==> src/rtl/udp_port_extract.sv <==
// Ethernet/IPv4/UDP header stripper: forwards the UDP payload tagged with the destination port on tuser.
// Optional destination-port allow-list: define UDP_PORT_FILTER_EN.
module udp_port_extract #(
  parameter int CHDR_W = 64,
  parameter int USER_W = 16
) (
  input  logic              clk,
  input  logic              reset,
  input  logic              clear,
  input  logic [CHDR_W-1:0] i_tdata,
  input  logic              i_tlast,
  input  logic              i_tvalid,
  output logic              i_tready,
  output logic [CHDR_W-1:0] o_tdata,
  output logic [USER_W-1:0] o_tuser,
  output logic              o_tlast,
  output logic              o_tvalid,
  input  logic              o_tready,
  output logic [15:0]       drop_count
);

  typedef enum logic [1:0] {HDR, PAYLOAD, DROP} state_t;

  localparam logic [15:0] ETH_IPV4  = 16'h0800;
  localparam logic [7:0]  IPV4_VIHL = 8'h45;
  localparam logic [7:0]  IP_UDP    = 8'h11;

  state_t            state;
  logic [2:0]        wcnt;
  logic              ok;
  logic [USER_W-1:0] port_r;

  logic              out_rdy;
  logic              in_hs;
  logic              port_ok;
  logic              word_ok;
  logic              ok_next;
  logic              drop_evt;
  logic [15:0]       hdr_port;

  assign out_rdy  = !o_tvalid || o_tready;
  assign i_tready = (state == PAYLOAD) ? out_rdy : 1'b1;
  assign in_hs    = i_tvalid && i_tready;
  assign hdr_port = i_tdata[47:32];

`ifdef UDP_PORT_FILTER_EN
  assign port_ok = (hdr_port == 16'd49200) || (hdr_port == 16'd49202) ||
                   (hdr_port == 16'd49204);
`else
  assign port_ok = 1'b1;
`endif

  // Each header word contributes its own check; word 0 restarts the verdict.
  always_comb begin
    word_ok = 1'b1;
    case (wcnt)
      3'd2:    word_ok = (i_tdata[47:32] == ETH_IPV4) && (i_tdata[31:24] == IPV4_VIHL);
      3'd3:    word_ok = (i_tdata[23:16] == IP_UDP);
      3'd5:    word_ok = port_ok;
      default: word_ok = 1'b1;
    endcase
    ok_next = ((wcnt == 3'd0) ? 1'b1 : ok) && word_ok;
  end

  // A frame ending inside the header is a drop, except the clean empty-payload case.
  always_comb begin
    drop_evt = 1'b0;
    if (in_hs && i_tlast) begin
      if (state == HDR)       drop_evt = !((wcnt == 3'd5) && ok_next);
      else if (state == DROP) drop_evt = 1'b1;
    end
  end

  always_ff @(posedge clk or negedge reset) begin
    if (!reset) begin
      state  <= HDR;
      wcnt   <= 3'd0;
      ok     <= 1'b0;
      port_r <= '0;
    end else if (clear) begin
      state  <= HDR;
      wcnt   <= 3'd0;
      ok     <= 1'b0;
      port_r <= '0;
    end else begin
      case (state)
        HDR: if (in_hs) begin
          ok <= ok_next;
          if (wcnt == 3'd5) port_r <= hdr_port;
          if (i_tlast) begin
            wcnt <= 3'd0;
          end else if (wcnt == 3'd5) begin
            wcnt  <= 3'd0;
            state <= ok_next ? PAYLOAD : DROP;
          end else begin
            wcnt <= wcnt + 3'd1;
          end
        end
        PAYLOAD: if (in_hs && i_tlast) state <= HDR;
        DROP:    if (in_hs && i_tlast) state <= HDR;
        default: state <= HDR;
      endcase
    end
  end

  // Single-stage output register; only PAYLOAD words are loaded.
  always_ff @(posedge clk or negedge reset) begin
    if (!reset) begin
      o_tvalid <= 1'b0;
      o_tdata  <= '0;
      o_tuser  <= '0;
      o_tlast  <= 1'b0;
    end else if (clear) begin
      o_tvalid <= 1'b0;
      o_tdata  <= '0;
      o_tuser  <= '0;
      o_tlast  <= 1'b0;
    end else if ((state == PAYLOAD) && in_hs) begin
      o_tvalid <= 1'b1;
      o_tdata  <= i_tdata;
      o_tuser  <= port_r;
      o_tlast  <= i_tlast;
    end else if (o_tready) begin
      o_tvalid <= 1'b0;
    end
  end

  always_ff @(posedge clk or negedge reset) begin
    if (!reset)                               drop_count <= 16'd0;
    else if (clear)                           drop_count <= 16'd0;
    else if (drop_evt && drop_count != 16'hFFFF) drop_count <= drop_count + 16'd1;
  end

endmodule

==> config.mk <==
export PLATFORM = sky130hd
export DESIGN_NAME = udp_port_extract
export DESIGN_NICKNAME = d
export VERILOG_FILES = /design/src/rtl/udp_port_extract.sv
export SDC_FILE = /design/constraint.sdc
export NUM_CORES = 1
export LEC_CHECK = 0
export CAP_MARGIN = 20
export CORE_MARGIN = 5
export CORE_UTILIZATION = 41
export DETAILED_ROUTE_END_ITERATION = 8
export PLACE_DENSITY = 0.74
export RECOVER_POWER = 50
export SLEW_MARGIN = 10
export SYNTH_ARGS = -nofsm -noshare
export SYNTH_HDL_FRONTEND = slang
export SYNTH_SLANG_ARGS = --single-unit
==> constraint.sdc <==
create_clock -name clk -period 2.2 [get_ports clk]
set_input_delay 0.44 -clock clk [delete_from_list [all_inputs] [get_ports clk]]
set_output_delay 0.44 -clock clk [all_outputs]
set_load 0.02 [all_outputs]
==> results of run 1 <==
==> per-stage QoR <==
step           area [um^2]  util [%]  instances
2_1_floorplan         5100         -        437
3_3_place_gp          7390      61.0        798
3_5_place_dp          7390      61.0        798
4_1_cts               8020      66.3        831
5_1_grt               8060      66.5        832
6_report              8060      66.5        832
==> cell families after synthesis <==
logic type	share of synthesized area, %
buffers and inverters	3.73
adders and majority gates	1.23
DFF	58.9
and+or+nand+nor	14.4
AOI/OAI and AO/OA	21.7
==> worst min-delay path: cells and delay by family <==
family	cells	cell delay (ns)
buffers and inverters	2	0.25
AOI/OAI and AO/OA	1	0.12
==> synth_stat cells (6+ instances only) <==
cell / n
a21oi_1: 14
a22o_1: 81
buf_2: 18
clkbuf_1: 6
dfrtp_1: 120
nand2_1: 51
nand3_1: 25
nor2_1: 14
nor4b_1: 6
o21ai_0: 25
or4_1: 7
==> state kept, by name, summed over array words and instances (netlist names) <==
register    cells
o_tlast         1
wcnt            3
o_tdata        64
port_r         16
ok              1
o_tvalid        1
state           2
o_tuser        16
drop_count     16
==> final cells by class <==
type                       instances  area share [%]
clock inverter                    13            2.10
sequential                       120            37.3
tap                              168            2.61
timing repair buffer             225            27.9
multi-input combinational        282            24.3
clock buffer                      19            5.62
inverter                           5           0.233
==> how the worst max path moves through the flow <==
stage,depth (start not counted),slack [ns],end
after floorplan,7,0.12,drop_count[12]$_DFFE_PN0P_
after global placement,9,-0.40,drop_count[10]$_DFFE_PN0P_
after detailed placement,9,-0.43,drop_count[8]$_DFFE_PN0P_
after CTS,9,0.01,drop_count[8]$_DFFE_PN0P_
after global routing,7,0.002,drop_count[15]$_DFFE_PN0P_
final,5,0.09,i_tready
==> layer usage <==
metal	track usage, %	up-vias	routed length [um]
met5	0	-	0
met1	25.2	2185	6120
met4	7.07	0	306
met3	5.08	22	604
met2	35.1	126	7670
li1	-	2077	-
==> power breakdown <==
group | leakage (nW) | switching (W) | internal, W
Clock | 0.304 | 0.00101 | 0.00185
Combinational | 1.78 | 0.000828 | 0.000753
Sequential | 1.64 | 0.000132 | 0.00244
Total | 3.72 | 0.00197 | 0.00504
==> repair_timing <==
item / CTS / global route
setup endpoints to repair: 5 / 13
gates resized for setup: 2 / 7
hold endpoints to repair: 20 / 0
hold buffers: 1 / 0
setup buffers: 0 / 1
pin swaps: 0 / 1
==> metrics.yaml, run 1 <==
flow_run:
  max_cap_violations: 0
setup_path:
  cpMaxStageDelayCell: "dfrtp_1"
  cp.arrival_ns: 1.67
  worstSetupStartpoint: "state[1]$_DFFE_PN0P_"
  path_buf_inv: 3
  reg2reg_slack_ns: 0.11
  path_cells: "inv_1 > ha_2 > nand3b_4 > buf_4 > dlygate4sd2_1"
  endpoint_kind: "primary output"
  path_delay_family: "buffers and inverters"
  r2r-end: "drop_count[12]$_DFFE_PN0P_"
  start_kind: "register"
  worst-setup-path-type: "reg -> out"
  slowest_delay_ns: 0.39
  r2r_cells: 5
  required_ns: 1.76
  crit_fanout: 3
  timing.rr.start: "drop_count[1]$_DFFE_PN0P_"
logic_synthesis:
  synth-seq-cells: 120
  ys_async_sr_fraction_pct: 100
  avgSynthCellArea_um2: 11.7
  synth_nets: 512
  ys.flop_type: "dfrtp_1"
  synth_top_area_share_pct: 58.9
  yosysWarnings: 0
  synthTopCellsByArea: "dfrtp_1, a22o_1, nand2_1"
  synth_area_leader_cell: "dfrtp_1"
  yosysUniqueCellTypes: 49
  synthCells: 437
  synth_edf_count: 0
  yosysSeqAreaShare_pct: 58.9
  syn_area_um2: 5100
layout:
  syn_to_final_growth_pct: 58.1
  antenna_cells: 0
  seq_area_um2: 3000
  final_cell_mix: "dfrtp_1, clkdlybuf4s50_1, a22o_1"
  fin_nets: 726
  fill_cells: 918
  layout_commonest_cell: "dfrtp_1"
  drive_above_1_share_pct: 16.4
  multi_input_area_um2: 1960
clocking:
  path_clk_slew_ns: 0.06
  insertion_delay_ns: 0.41
  cts_buffer_depth: 2
  numCtsBuffers: 17
  cts_tree: "yes"
  root_buffer: "clkbuf_16"
  cts.sinks: 120
  h-tree-depth: 4
detailed_routing:
  initialDrtViolationCount: 426
  via_per_inst: 5.30
  ant_nets: 0
  avgRoutedWirePerCell_um: 17.7
  vias: 4410
  drc_errors: 0
  drt-total-wl_mm: 14.7
  drtPass1Iterations: 4
sta:
  fin_ws_ns: 0.0909
  fmax_mhz: 474
  drv_slew: 0
  setup_tns_ns: 0
  rsz0062_at_grt: "false"
  max_slew_margin_pct: 17.6
  timing.hold.ws_ns: 0.431
  min_period_ns: 2.11
  finalHoldViolCount: 0
  final-setup-viol-count: 0
  finalCritPeriodShare_pct: 95.9
  fin_worst_skew_ns: 0.00859
  worstMarginPinSlew_ns: 1.24
power:
  peakVddDrop_mv: 0.506
  power_density_nw_per_um2: 871
  power_w: 0.00702
  p_leak_nw: 3.72
die:
  fp.dieW_um: 122
  start_util_pct: 42.1
  io_pins: 169
  row_count: 40
  dieHeight_um: 122
  core-area_um2: 12100
  die_area_um2: 14800
global_routing:
  antenna_found_initial: 0
  grt_pass1_vias: 4718
  gr-usage-all-layers_pct: 20.4
  grt_max_degree: 71
  grt_pass1_wl_mm: 24.0
  overflow: 0
placed_design:
  hpwl_mm: 10.5
  place_ws_ns: -0.433
  port_buffers: 168
  routabilityCongestion: 0.798
min_path:
  hp-start: "i_tdata[36]"
  hold_class: "in -> reg"
  hold_depth: 3
  hold-path-endpoint: "o_tdata[36]$_DFFE_PN0P_"
status:
  status: "finished, final reports clean"
Note: power is estimated with default switching activity, not from simulation.
==> inputs of run 2 (changes only) <==
- TNS_END_PERCENT: unset -> 1
==> run 2 against run 1 <==
- fmax fell by 0.26%
- hold slack barely moved
- via count fell by 0.54%
- critical path depth rose by 5
==> metrics.yaml, run 2 (synthesized netlist as in run 1, its figures left out) <==
status:
  status: "finished, final reports clean"
detailed_routing:
  avgRoutedWirePerCell_um: 17.6
  drc_errors: 0
  via_per_inst: 5.28
  initialDrtViolationCount: 381
  vias: 4386
  drt-total-wl_mm: 14.7
  ant_nets: 0
  drtPass1Iterations: 5
sta:
  final-setup-viol-count: 0
  finalHoldViolCount: 0
  finalCritPeriodShare_pct: 96.1
  fmax_mhz: 473
  drv_slew: 0
  min_period_ns: 2.11
  fin_worst_skew_ns: 0.00870
  worstMarginPinSlew_ns: 1.25
  rsz0062_at_grt: "false"
  max_slew_margin_pct: 16.8
clocking:
  insertion_delay_ns: 0.41
  cts.sinks: 120
  root_buffer: "clkbuf_16"
  cts_tree: "yes"
  path_clk_slew_ns: 0.06
  h-tree-depth: 4
  numCtsBuffers: 17
  cts_buffer_depth: 2
die:
  row_count: 40
  die_area_um2: 14800
  start_util_pct: 42.1
  io_pins: 169
  dieHeight_um: 122
  fp.dieW_um: 122
  core-area_um2: 12100
setup_path:
  worst-setup-path-type: "in -> reg"
  endpoint_kind: "register"
  required_ns: 2.54
  reg2reg_slack_ns: 0.11
  crit_fanout: 10
  start_kind: "input port"
  cp.arrival_ns: 2.45
global_routing:
  grt_pass1_wl_mm: 24.0
  grt_pass1_vias: 4718
  grt_max_degree: 71
  overflow: 0
  antenna_found_initial: 0
  gr-usage-all-layers_pct: 20.4
layout:
  final_area_um2: 8050
  final_cell_mix: "dfrtp_1, clkdlybuf4s50_1, a22o_1"
  drive_above_1_share_pct: 16.3
  layout_commonest_cell: "dfrtp_1"
  largest_register_ffs: 64
  antenna_cells: 0
  syn_to_final_growth_pct: 58.0
  fin_nets: 725
  regMostFlops: "o_tdata"
power:
  switching_power_w: 0.00197
  pwr-share-comb_pct: 22.6
  power_w: 0.00702
  power_frac_seq_pct: 36.6
  clkPwrFrac_pct: 40.8
  p_int_w: 0.00504
  peakVddDrop_mv: 0.501
  switching_share_pct: 28.1
  power_density_nw_per_um2: 871
  p_leak_nw: 3.72
placed_design:
  placedInstanceArea_um2: 7390
  routabilityCongestion: 0.798
  port_buffers: 168
  hpwl_mm: 10.5
flow_run:
  max_cap_violations: 0
min_path:
  hold_class: "in -> reg"
==> run 2: cell count changes in the layout (fill, tap and decap cells not counted), sizes merged <==
cell  before  now
buf       56   55
==> run 2: power groups by stage <==
| stage | clock network, W | registers, W | logic [W] |
|---|---|---|---|
| after floorplan | 0 | 0.00283 | 0.000521 |
| after global placement | 0 | 0.00260 | 0.00159 |
| after detailed placement | 0 | 0.00261 | 0.00163 |
| after CTS | 0.00291 | 0.00257 | 0.00163 |
| after global routing | 0.00303 | 0.00260 | 0.00169 |
| final | 0.00286 | 0.00257 | 0.00158 |
==> run 2: what timing repair did <==
action | CTS | global route
hold endpoints to repair | 20 | 0
endpoints found under the setup margin | 5 | 13
buffers inserted | 0 | 0
gates resized for setup | 2 | 7
pin swaps | 0 | 1
hold buffers | 1 | 0
==> run 2: final cells by class <==
class                      instances  area, um^2
clock inverter                    13         169
tap                              168         210
clock buffer                      19         453
inverter                           5        18.8
sequential                       120        3000
fill                             918        4060
multi-input combinational        282        1960
timing repair buffer             224        2240
==> run 2: critical path: stages <==
cell and delay, ns:
clkdlybuf4s50_1 0.42, nor4b_2 0.16, buf_4 0.13, and4_1 0.20, nand4_1 0.14, a21oi_2 0.10
buf_12 0.15, buf_12 0.13, or4_1 0.48, nand3_1 0.11
==> run 2: path summary, 6_finish.rpt <==
check / startpoint / cells past startpoint / to
hold reg to reg: port_r[6]$_DFFE_PN0P_ / 2 / port_r[6]$_DFFE_PN0P_
setup / recovery: i_tdata[24] / 10 / drop_count[15]$_DFFE_PN0P_
max in group asynchronous: reset / 3 / o_tuser[8]$_DFFE_PN0P_
min in group asynchronous: reset / 2 / o_tdata[61]$_DFFE_PN0P_
setup reg to reg: wcnt[1]$_DFFE_PN0P_ / 8 / drop_count[15]$_DFFE_PN0P_
hold / removal: i_tdata[36] / 3 / o_tdata[36]$_DFFE_PN0P_
==> run 2: stage by stage <==
step | worst slack [ns] | setup TNS (ns) | cells | utilization [%] | hold slack, ns
2_1_floorplan | 0.122 | 0 | 437 | - | 0.144
3_3_place_gp | -0.400 | -6.41 | 798 | 61.0 | 0.346
3_5_place_dp | -0.433 | -6.95 | 798 | 61.0 | 0.348
4_1_cts | 0.0124 | 0 | 831 | 66.3 | 0.450
5_1_grt | 0.00155 | 0 | 831 | 66.5 | 0.441
6_report | 0.0854 | 0 | 831 | 66.5 | 0.431
==> run 2: layer usage <==
layer,track usage [%],part of all wire (%),vias up,wire [um]
met1,25.2,42,2169,6140
met4,7.07,2.1,0,305
met2,35.1,52,118,7610
met5,0,0,-,0
met3,5.08,4.0,25,592
li1,-,-,2074,-
==> inputs of run 3 (changes only) <==
- ABC_CLOCK_PERIOD_IN_PS: unset -> 2200
- CTS_BUF_LIST: unset -> sky130_fd_sc_hd__clkbuf_4 sky130_fd_sc_hd__clkbuf_8 sky130_fd_sc_hd__clkbuf_16
- CTS_CLUSTER_SIZE: unset -> 14
==> results of run 3 <==
No change in the layout: final DEF, timing and power equal those of run 2.
